`src/rtl/puzzle_pkg.sv`:
```
// Shared types, constants and small helpers for the 3x3 sliding-tile play engine.
// A grid is 9 nibbles packed with cell i at bits [4*i+3:4*i].
package puzzle_pkg;

    typedef enum logic [2:0] {
        ST_EMPTY  = 3'd0,
        ST_SCAN   = 3'd1,
        ST_PLAY   = 3'd2,
        ST_SOLVED = 3'd3,
        ST_ERROR  = 3'd4
    } state_t;

    localparam int          GRID_W       = 36;
    localparam logic [3:0]  CELL_FIRST   = 4'd0;
    localparam logic [3:0]  CELL_LAST    = 4'd8;
    localparam logic [3:0]  ROW_STRIDE   = 4'd3;
    localparam logic [3:0]  CELL_MAX_VAL = 4'd8;

    // Goal 1 2 3 / 4 5 6 / 7 8 0, cell 8 in the top nibble.
    localparam logic [GRID_W-1:0] GOAL = {4'd0, 4'd8, 4'd7, 4'd6, 4'd5, 4'd4, 4'd3, 4'd2, 4'd1};

    localparam logic [6:0] SEG_DASH = 7'b0111111;
    localparam logic [6:0] SEG_OFF  = 7'b1111111;

    function automatic logic [6:0] seg_digit(input logic [3:0] v);
        case (v)
            4'd0:    seg_digit = 7'b1000000;
            4'd1:    seg_digit = 7'b1111001;
            4'd2:    seg_digit = 7'b0100100;
            4'd3:    seg_digit = 7'b0110000;
            4'd4:    seg_digit = 7'b0011001;
            4'd5:    seg_digit = 7'b0010010;
            4'd6:    seg_digit = 7'b0000010;
            4'd7:    seg_digit = 7'b1111000;
            4'd8:    seg_digit = 7'b0000000;
            4'd9:    seg_digit = 7'b0010000;
            default: seg_digit = SEG_OFF;
        endcase
    endfunction

    function automatic logic [3:0] cell_at(input logic [GRID_W-1:0] g, input logic [3:0] i);
        case (i)
            4'd0:    cell_at = g[3:0];
            4'd1:    cell_at = g[7:4];
            4'd2:    cell_at = g[11:8];
            4'd3:    cell_at = g[15:12];
            4'd4:    cell_at = g[19:16];
            4'd5:    cell_at = g[23:20];
            4'd6:    cell_at = g[27:24];
            4'd7:    cell_at = g[31:28];
            4'd8:    cell_at = g[35:32];
            default: cell_at = 4'd0;
        endcase
    endfunction

    function automatic logic [1:0] cell_col(input logic [3:0] i);
        case (i)
            4'd0, 4'd3, 4'd6: cell_col = 2'd0;
            4'd1, 4'd4, 4'd7: cell_col = 2'd1;
            4'd2, 4'd5, 4'd8: cell_col = 2'd2;
            default:          cell_col = 2'd0;
        endcase
    endfunction

endpackage

```
`src/rtl/puzzle_play_engine_btn_debounce.sv`:
```
// Button conditioner: 2-flop synchroniser, stability counter, one-cycle pulse on
// each accepted rising level.
module btn_debounce #(
    parameter int DB_W = 16
) (
    input  logic clk,
    input  logic clr,
    input  logic btn_i,
    output logic pulse_o
);

    localparam logic [DB_W-1:0] CNT_ONE = {{(DB_W-1){1'b0}}, 1'b1};
    localparam logic [DB_W-1:0] CNT_MAX = {DB_W{1'b1}};

    logic [1:0]      sync_q;
    logic            level_q;
    logic [DB_W-1:0] cnt_q;
    logic            pulse_q;

    // The level flips only after the synchronised input differed for 2^DB_W edges.
    always_ff @(posedge clk) begin
        if (clr) begin
            sync_q  <= 2'b00;
            level_q <= 1'b0;
            cnt_q   <= '0;
            pulse_q <= 1'b0;
        end else begin
            sync_q  <= {sync_q[0], btn_i};
            pulse_q <= 1'b0;
            if (sync_q[1] == level_q) begin
                cnt_q <= '0;
            end else if (cnt_q == CNT_MAX) begin
                cnt_q   <= '0;
                level_q <= sync_q[1];
                pulse_q <= sync_q[1];
            end else begin
                cnt_q <= cnt_q + CNT_ONE;
            end
        end
    end

    assign pulse_o = pulse_q;

endmodule

```
`src/rtl/puzzle_play_engine.sv`:
```
// Sliding-tile play engine: captures and validates a 3x3 grid, applies debounced
// direction moves to the blank, detects the goal and drives a 4-digit display.
module puzzle_play_engine
    import puzzle_pkg::*;
#(
    parameter int CLKDIV_W = 20,
    parameter int DB_W     = 16
) (
    input  logic        clk,
    input  logic        clr,
    input  logic        load,
    input  logic [11:0] row1_in,
    input  logic [11:0] row2_in,
    input  logic [11:0] row3_in,
    input  logic        btnu,
    input  logic        btnd,
    input  logic        btnl,
    input  logic        btnr,
    input  logic [2:0]  sel,
    output logic [6:0]  a_to_g,
    output logic [3:0]  an,
    output logic        dp,
    output logic        solved,
    output logic        err,
    output logic [7:0]  move_count
);

    localparam logic [CLKDIV_W-1:0] DIV_ONE = {{(CLKDIV_W-1){1'b0}}, 1'b1};

    state_t              state_q, state_d;
    logic [GRID_W-1:0]   grid_q, grid_d;
    logic [3:0]          blank_q, blank_d;
    logic [3:0]          idx_q, idx_d;
    logic [3:0]          zeros_q, zeros_d;
    logic                bad_q, bad_d;
    logic                solved_q, solved_d;
    logic                err_q, err_d;
    logic [7:0]          count_q, count_d;
    logic [CLKDIV_W-1:0] clkdiv_q;
    logic [6:0]          seg_q, seg_d;
    logic [3:0]          an_q, an_d;

    logic       pu_s, pd_s, pl_s, pr_s;
    logic [3:0] tgt_s, tile_s, scan_cell_s, zeros_s;
    logic       legal_s, bad_s;
    logic [1:0] digit_s;
    logic [3:0] row_base_s, disp_val_s;
    logic       row_ok_s;

    btn_debounce #(.DB_W(DB_W)) u_db_u (.clk(clk), .clr(clr), .btn_i(btnu), .pulse_o(pu_s));
    btn_debounce #(.DB_W(DB_W)) u_db_d (.clk(clk), .clr(clr), .btn_i(btnd), .pulse_o(pd_s));
    btn_debounce #(.DB_W(DB_W)) u_db_l (.clk(clk), .clr(clr), .btn_i(btnl), .pulse_o(pl_s));
    btn_debounce #(.DB_W(DB_W)) u_db_r (.clk(clk), .clr(clr), .btn_i(btnr), .pulse_o(pr_s));

    // Pick the highest-priority direction (U>D>L>R); its legality alone decides the move.
    always_comb begin
        tgt_s   = blank_q;
        legal_s = 1'b0;
        if (pu_s) begin
            tgt_s   = blank_q - ROW_STRIDE;
            legal_s = (blank_q >= ROW_STRIDE);
        end else if (pd_s) begin
            tgt_s   = blank_q + ROW_STRIDE;
            legal_s = (blank_q <= (CELL_LAST - ROW_STRIDE));
        end else if (pl_s) begin
            tgt_s   = blank_q - 4'd1;
            legal_s = (cell_col(blank_q) != 2'd0);
        end else if (pr_s) begin
            tgt_s   = blank_q + 4'd1;
            legal_s = (cell_col(blank_q) != 2'd2);
        end else begin
            tgt_s   = blank_q;
            legal_s = 1'b0;
        end
        tile_s = cell_at(grid_q, tgt_s);
    end

    // Engine next state: load beats everything, SCAN walks one cell per cycle.
    always_comb begin
        state_d     = state_q;
        grid_d      = grid_q;
        blank_d     = blank_q;
        idx_d       = idx_q;
        zeros_d     = zeros_q;
        bad_d       = bad_q;
        solved_d    = solved_q;
        err_d       = err_q;
        count_d     = count_q;
        scan_cell_s = cell_at(grid_q, idx_q);
        zeros_s     = zeros_q + ((scan_cell_s == 4'd0) ? 4'd1 : 4'd0);
        bad_s       = bad_q | (scan_cell_s > CELL_MAX_VAL);
        if (load) begin
            state_d  = ST_SCAN;
            grid_d   = {row3_in[3:0], row3_in[7:4], row3_in[11:8],
                        row2_in[3:0], row2_in[7:4], row2_in[11:8],
                        row1_in[3:0], row1_in[7:4], row1_in[11:8]};
            blank_d  = CELL_FIRST;
            idx_d    = CELL_FIRST;
            zeros_d  = 4'd0;
            bad_d    = 1'b0;
            solved_d = 1'b0;
            err_d    = 1'b0;
            count_d  = 8'd0;
        end else begin
            case (state_q)
                ST_SCAN: begin
                    zeros_d = zeros_s;
                    bad_d   = bad_s;
                    idx_d   = idx_q + 4'd1;
                    if (scan_cell_s == 4'd0) begin
                        blank_d = idx_q;
                    end else begin
                        blank_d = blank_q;
                    end
                    if (idx_q == CELL_LAST) begin
                        if ((zeros_s == 4'd1) && !bad_s) begin
                            if (grid_q == GOAL) begin
                                state_d  = ST_SOLVED;
                                solved_d = 1'b1;
                            end else begin
                                state_d = ST_PLAY;
                            end
                        end else begin
                            state_d = ST_ERROR;
                            err_d   = 1'b1;
                        end
                    end else begin
                        state_d = ST_SCAN;
                    end
                end
                ST_PLAY: begin
                    if (grid_q == GOAL) begin
                        state_d  = ST_SOLVED;
                        solved_d = 1'b1;
                    end else if (legal_s) begin
                        for (int i = 0; i < 9; i++) begin
                            if (4'(i) == blank_q) begin
                                grid_d[4*i +: 4] = tile_s;
                            end else if (4'(i) == tgt_s) begin
                                grid_d[4*i +: 4] = 4'd0;
                            end else begin
                                grid_d[4*i +: 4] = grid_q[4*i +: 4];
                            end
                        end
                        blank_d = tgt_s;
                        count_d = (count_q == 8'hFF) ? count_q : count_q + 8'd1;
                    end else begin
                        state_d = ST_PLAY;
                    end
                end
                ST_EMPTY, ST_SOLVED, ST_ERROR: begin
                    state_d = state_q;
                end
                default: begin
                    state_d = ST_EMPTY;
                end
            endcase
        end
    end

    // Display: lowest set sel bit picks the row; digit 3 flags a solved grid.
    always_comb begin
        digit_s    = clkdiv_q[CLKDIV_W-1 -: 2];
        row_ok_s   = 1'b1;
        row_base_s = 4'd0;
        if (sel[0]) begin
            row_base_s = 4'd0;
        end else if (sel[1]) begin
            row_base_s = 4'd3;
        end else if (sel[2]) begin
            row_base_s = 4'd6;
        end else begin
            row_ok_s = 1'b0;
        end
        disp_val_s = cell_at(grid_q, row_base_s + (4'd2 - {2'b00, digit_s}));
        an_d  = 4'b1111;
        seg_d = SEG_OFF;
        if (!row_ok_s) begin
            an_d  = 4'b1111;
            seg_d = SEG_OFF;
        end else begin
            an_d = ~(4'b0001 << digit_s);
            if ((state_q == ST_EMPTY) || (state_q == ST_ERROR)) begin
                seg_d = SEG_DASH;
            end else if (digit_s == 2'd3) begin
                seg_d = solved_q ? SEG_DASH : SEG_OFF;
            end else if (disp_val_s == 4'd0) begin
                seg_d = SEG_OFF;
            end else begin
                seg_d = seg_digit(disp_val_s);
            end
        end
    end

    // State and output registers.
    always_ff @(posedge clk) begin
        if (clr) begin
            state_q  <= ST_EMPTY;
            grid_q   <= '0;
            blank_q  <= 4'd0;
            idx_q    <= 4'd0;
            zeros_q  <= 4'd0;
            bad_q    <= 1'b0;
            solved_q <= 1'b0;
            err_q    <= 1'b0;
            count_q  <= 8'd0;
            clkdiv_q <= '0;
            seg_q    <= SEG_OFF;
            an_q     <= 4'b1111;
        end else begin
            state_q  <= state_d;
            grid_q   <= grid_d;
            blank_q  <= blank_d;
            idx_q    <= idx_d;
            zeros_q  <= zeros_d;
            bad_q    <= bad_d;
            solved_q <= solved_d;
            err_q    <= err_d;
            count_q  <= count_d;
            clkdiv_q <= clkdiv_q + DIV_ONE;
            seg_q    <= seg_d;
            an_q     <= an_d;
        end
    end

    assign a_to_g     = seg_q;
    assign an         = an_q;
    assign dp         = 1'b1;
    assign solved     = solved_q;
    assign err        = err_q;
    assign move_count = count_q;

endmodule

```
`config.mk`:
```
export PLATFORM = sky130hd
export DESIGN_NAME = puzzle_play_engine
export DESIGN_NICKNAME = d
export VERILOG_FILES = /design/src/rtl/puzzle_pkg.sv /design/src/rtl/puzzle_play_engine_btn_debounce.sv /design/src/rtl/puzzle_play_engine.sv
export SDC_FILE = /design/constraint.sdc
export NUM_CORES = 1
export LEC_CHECK = 0
export CAP_MARGIN = 40
export CORE_UTILIZATION = 40
export CTS_BUF_LIST = sky130_fd_sc_hd__clkbuf_8 sky130_fd_sc_hd__clkbuf_16
export DETAILED_ROUTE_END_ITERATION = 6
export SLEW_MARGIN = 0
export SYNTH_ARGS = -nofsm -noshare
export SYNTH_HDL_FRONTEND = slang
export SYNTH_SLANG_ARGS = --single-unit
```
`constraint.sdc`:
```
create_clock -name clk -period 6.85 [get_ports clk]
set_input_delay 1.7125 -clock clk [delete_from_list [all_inputs] [get_ports clk]]
set_output_delay 1.7125 -clock clk [all_outputs]
set_load 0.01 [all_outputs]
```
==> out/metrics.cfg <==
[sta]
fmax_mhz = 197
setup-violations-final = 0
worst_slew_pin_slew_ps = 887
rsz0062_at_grt = no
hold_viol = 0
report.final.slew_viol_count = 0
fin_skew_ps = 17.5
maxSlewHeadroom_pct = 40.4
post-route-period-util_pct = 74.1
fin_setup_tns_ps = 0
finalCriticalPeriod_ps = 5080

[worst_hold_path]
hold_start = clkdiv_q[0]$_SDFF_PP0_
holdPathStages = 1
hold_class = flop to flop
hold_end = clkdiv_q[0]$_SDFF_PP0_

[placed_design]
hpwlAfterDp_mm = 16.6
globalplace.congestion = 0.989
io_buffers = 66
place_area_um2 = 10100

[global_routing]
grt_overflow_total = 0
grt_pass1_vias = 7421
grt_max_degree = 41
grt_pass1_wl_mm = 38.4
antenna_found_initial = 0
groute.usage.overall_pct = 20.3

[floorplan]
initial_core_util_pct = 40.9
rows = 55
dieArea_um2 = 23800
die_y_um = 154
io_pins = 68
core_um2 = 22600
dieWidth_um = 154

[synth]
avgSynthCellArea_um2 = 8.73
synth-edff-count = 0
ys_types = 93
netlist_instances = 1061
seq_area_frac_synth_pct = 37.8
synthTopCellsByArea = dfxtp_1 38%, nor2_1 6.3%, xor2_1 5.7%
synth_fp_nets = 1139
synth-main-ff-cell = dfxtp_1
synth-seq-cells = 175
syn_area_um2 = 9260
ys_warn_count = 0
synthArstFlopShare_pct = 0
synth.top_cells.by_count = 175 x dfxtp_1, 155 x nor2_1, 94 x nand2_1
synth_top_cell_area_share_pct = 37.8
yosysMostFrequentCell = dfxtp_1
yosysTopAreaCell = dfxtp_1

[run_status]
status = finished clean

[clock_network]
numCtsBuffers = 17
cts_resized = 0
ctsLongestPathBuffers = 2
cts_tree = done
cts_setup_buffers = 0
cts.clk_slew.worst_paths_ps = 70
hold_buffers = 0
cts_root_buf = clkbuf_16
cts_sinks = 175
worst_skew_pair.late_latency_ps = 440
ctsHtreeMaxLevel = 4

[finish]
final_net_count = 1186
drive_above_1_share_pct = 7.58
num-fill-cells = 2191
diodes = 0
multi_input_area_um2 = 5420
seq_area_um2 = 3500
area_growth_pct = 15.7
fin_area_um2 = 10700

[setup_path]
max_stage_delay_ps = 510
crit_fanout = 6
ff2ff_path_depth = 14
reg2reg_from = clkdiv_q[18]$_SDFF_PP0_
worst_setup_path_start_kind = primary input
cpMaxStageDelayCell = o32ai_1
r2r_slack_ps = 2960
r2r_end = a_to_g[5]$_SDFF_PP1_
cp.arrival_ps = 5410
crit_chain = clkdlybuf4s50_1 > nor2b_1 > ha_1 > fa_1 > xor2_1 > a21oi_1 > a31oi_1 > nor2_1 > o32ai_1 > inv_1 > ha_1 > a21oi_1 > o211ai_1 > a211o_1
startpoint = sel[1]
critPathKind = primary input to flop
endpoint_kind = flop
cp.required_ps = 7180

[detailed_routing]
routed_wirelength_mm = 23.3
routedWlPerCell_um = 16.6
final_antenna_net_count = 0
drc = 0
drt_iter0_drc = 566
vias = 7785
first_pass_iters = 6
via_per_inst = 5.54

[pwr]
power_density_nw_per_um2 = 214
power.leakage_nw = 3.85
ir_drop_mv = 0.137
total_power_mw = 2.29

[job]
drv_cap = 0

critical path, delay by kind of cell:
kind | cells | cell delay, ps
buffers and inverters | 2 | 640
AOI/OAI and AO/OA | 6 | 1460
xor gates and xnor gates | 1 | 480
adders and majority gates | 3 | 890
and+or+nand+nor | 2 | 220
report_power, final:
group          total, mW  internal (mW)  switching (mW)
combinational      0.227          0.103           0.124
clock              0.984          0.521           0.464
sequential          1.08           1.04          0.0377
total               2.29           1.66           0.625
cell usage in the layout (no fill, tap or decap), types with 5 or more instances in the layout:
cell             instances
nor2b_1                 16
nor3_1                  13
inv_1                   33
o21bai_1                 5
xnor2_1                 34
or3_1                    8
a22oi_1                 11
nand2_1                 94
o21ai_0                 24
xor2_1                  60
nor3b_1                  5
ha_1                    31
a32oi_1                 10
nor4b_1                  5
a21oi_1                 41
nor2_1                 155
mux2i_1                 23
and3_1                  24
and2_1                  11
clkdlybuf4s50_1         65
nor4_1                   6
o22ai_1                  5
nand4_1                 18
nand3_1                 50
and4_1                   6
a221oi_1                 7
clkbuf_16               17
o211ai_1                11
a211oi_1                 9
mux4_2                   6
o31ai_1                  5
o221ai_1                10
dfxtp_1                175
a21o_1                   6
buf_4                    8
inv_6                    7
registers in the layout, summed over array words and instances (netlist names), 2 cells and up, named ones only:
name,cells
u_db_d.cnt_q,16
idx_q,4
u_db_u.cnt_q,16
move_count,8
u_db_u.sync_q,2
state_q,3
a_to_g,7
clkdiv_q,20
u_db_r.cnt_q,16
blank_q,4
u_db_d.sync_q,2
u_db_l.sync_q,2
grid_q,36
an,4
u_db_r.sync_q,2
zeros_q,4
u_db_l.cnt_q,16
area by class of cell:
class	instances	share of cell area, %
Clock buffer	17	3.97
Clock inverter	15	1.55
Inverter	32	1.12
Multi-Input combinational cell	808	50.6
Sequential cell	175	32.7
Tap cell	285	3.33
Timing Repair Buffer	74	6.68
layer usage:
layer / vias up / share of wire (%) / track usage, %
met5: - / 0 / 0
met4: 0 / 2.4 / 7.00
met3: 47 / 7.0 / 5.21
met2: 248 / 45 / 32.3
met1: 3611 / 46 / 26.7
li1: 3879 / - / -
worst max path at each step:
stage	endpoint	slack (ps)
final	a_to_g[5]$_SDFF_PP1_	1770
after global placement	a_to_g[5]$_SDFF_PP1_	1450
after CTS	a_to_g[5]$_SDFF_PP1_	1820
after global routing	a_to_g[5]$_SDFF_PP1_	1460
after floorplan	a_to_g[6]$_SDFF_PP1_	2120
after detailed placement	a_to_g[5]$_SDFF_PP1_	1360
per-stage QoR:
stage	worst slack, ps	utilization [%]	hold slack (ps)	instances
finish	1770	47.3	445	1406
global route	1460	47.3	465	1406
CTS	1820	47.3	448	1406
detailed placement	1360	44.7	431	1374
global placement	1450	44.7	417	1374
floorplan	2120	-	413	1061
kinds of logic (layout without fill, tap and decap cells):
family | after synthesis | after routing | synth area share, %
compound gates | 202 | 202 | 16.7
xor+xnor | 96 | 96 | 9.49
fa+ha+maj | 32 | 32 | 4.40
buf+inv | 78 | 138 | 3.59
flops | 175 | 175 | 37.8
mux | 31 | 31 | 4.19
other cells | 1 | 1 | 0.0405
simple gates | 446 | 446 | 23.8
Note: power is estimated with default switching activity, not from simulation.
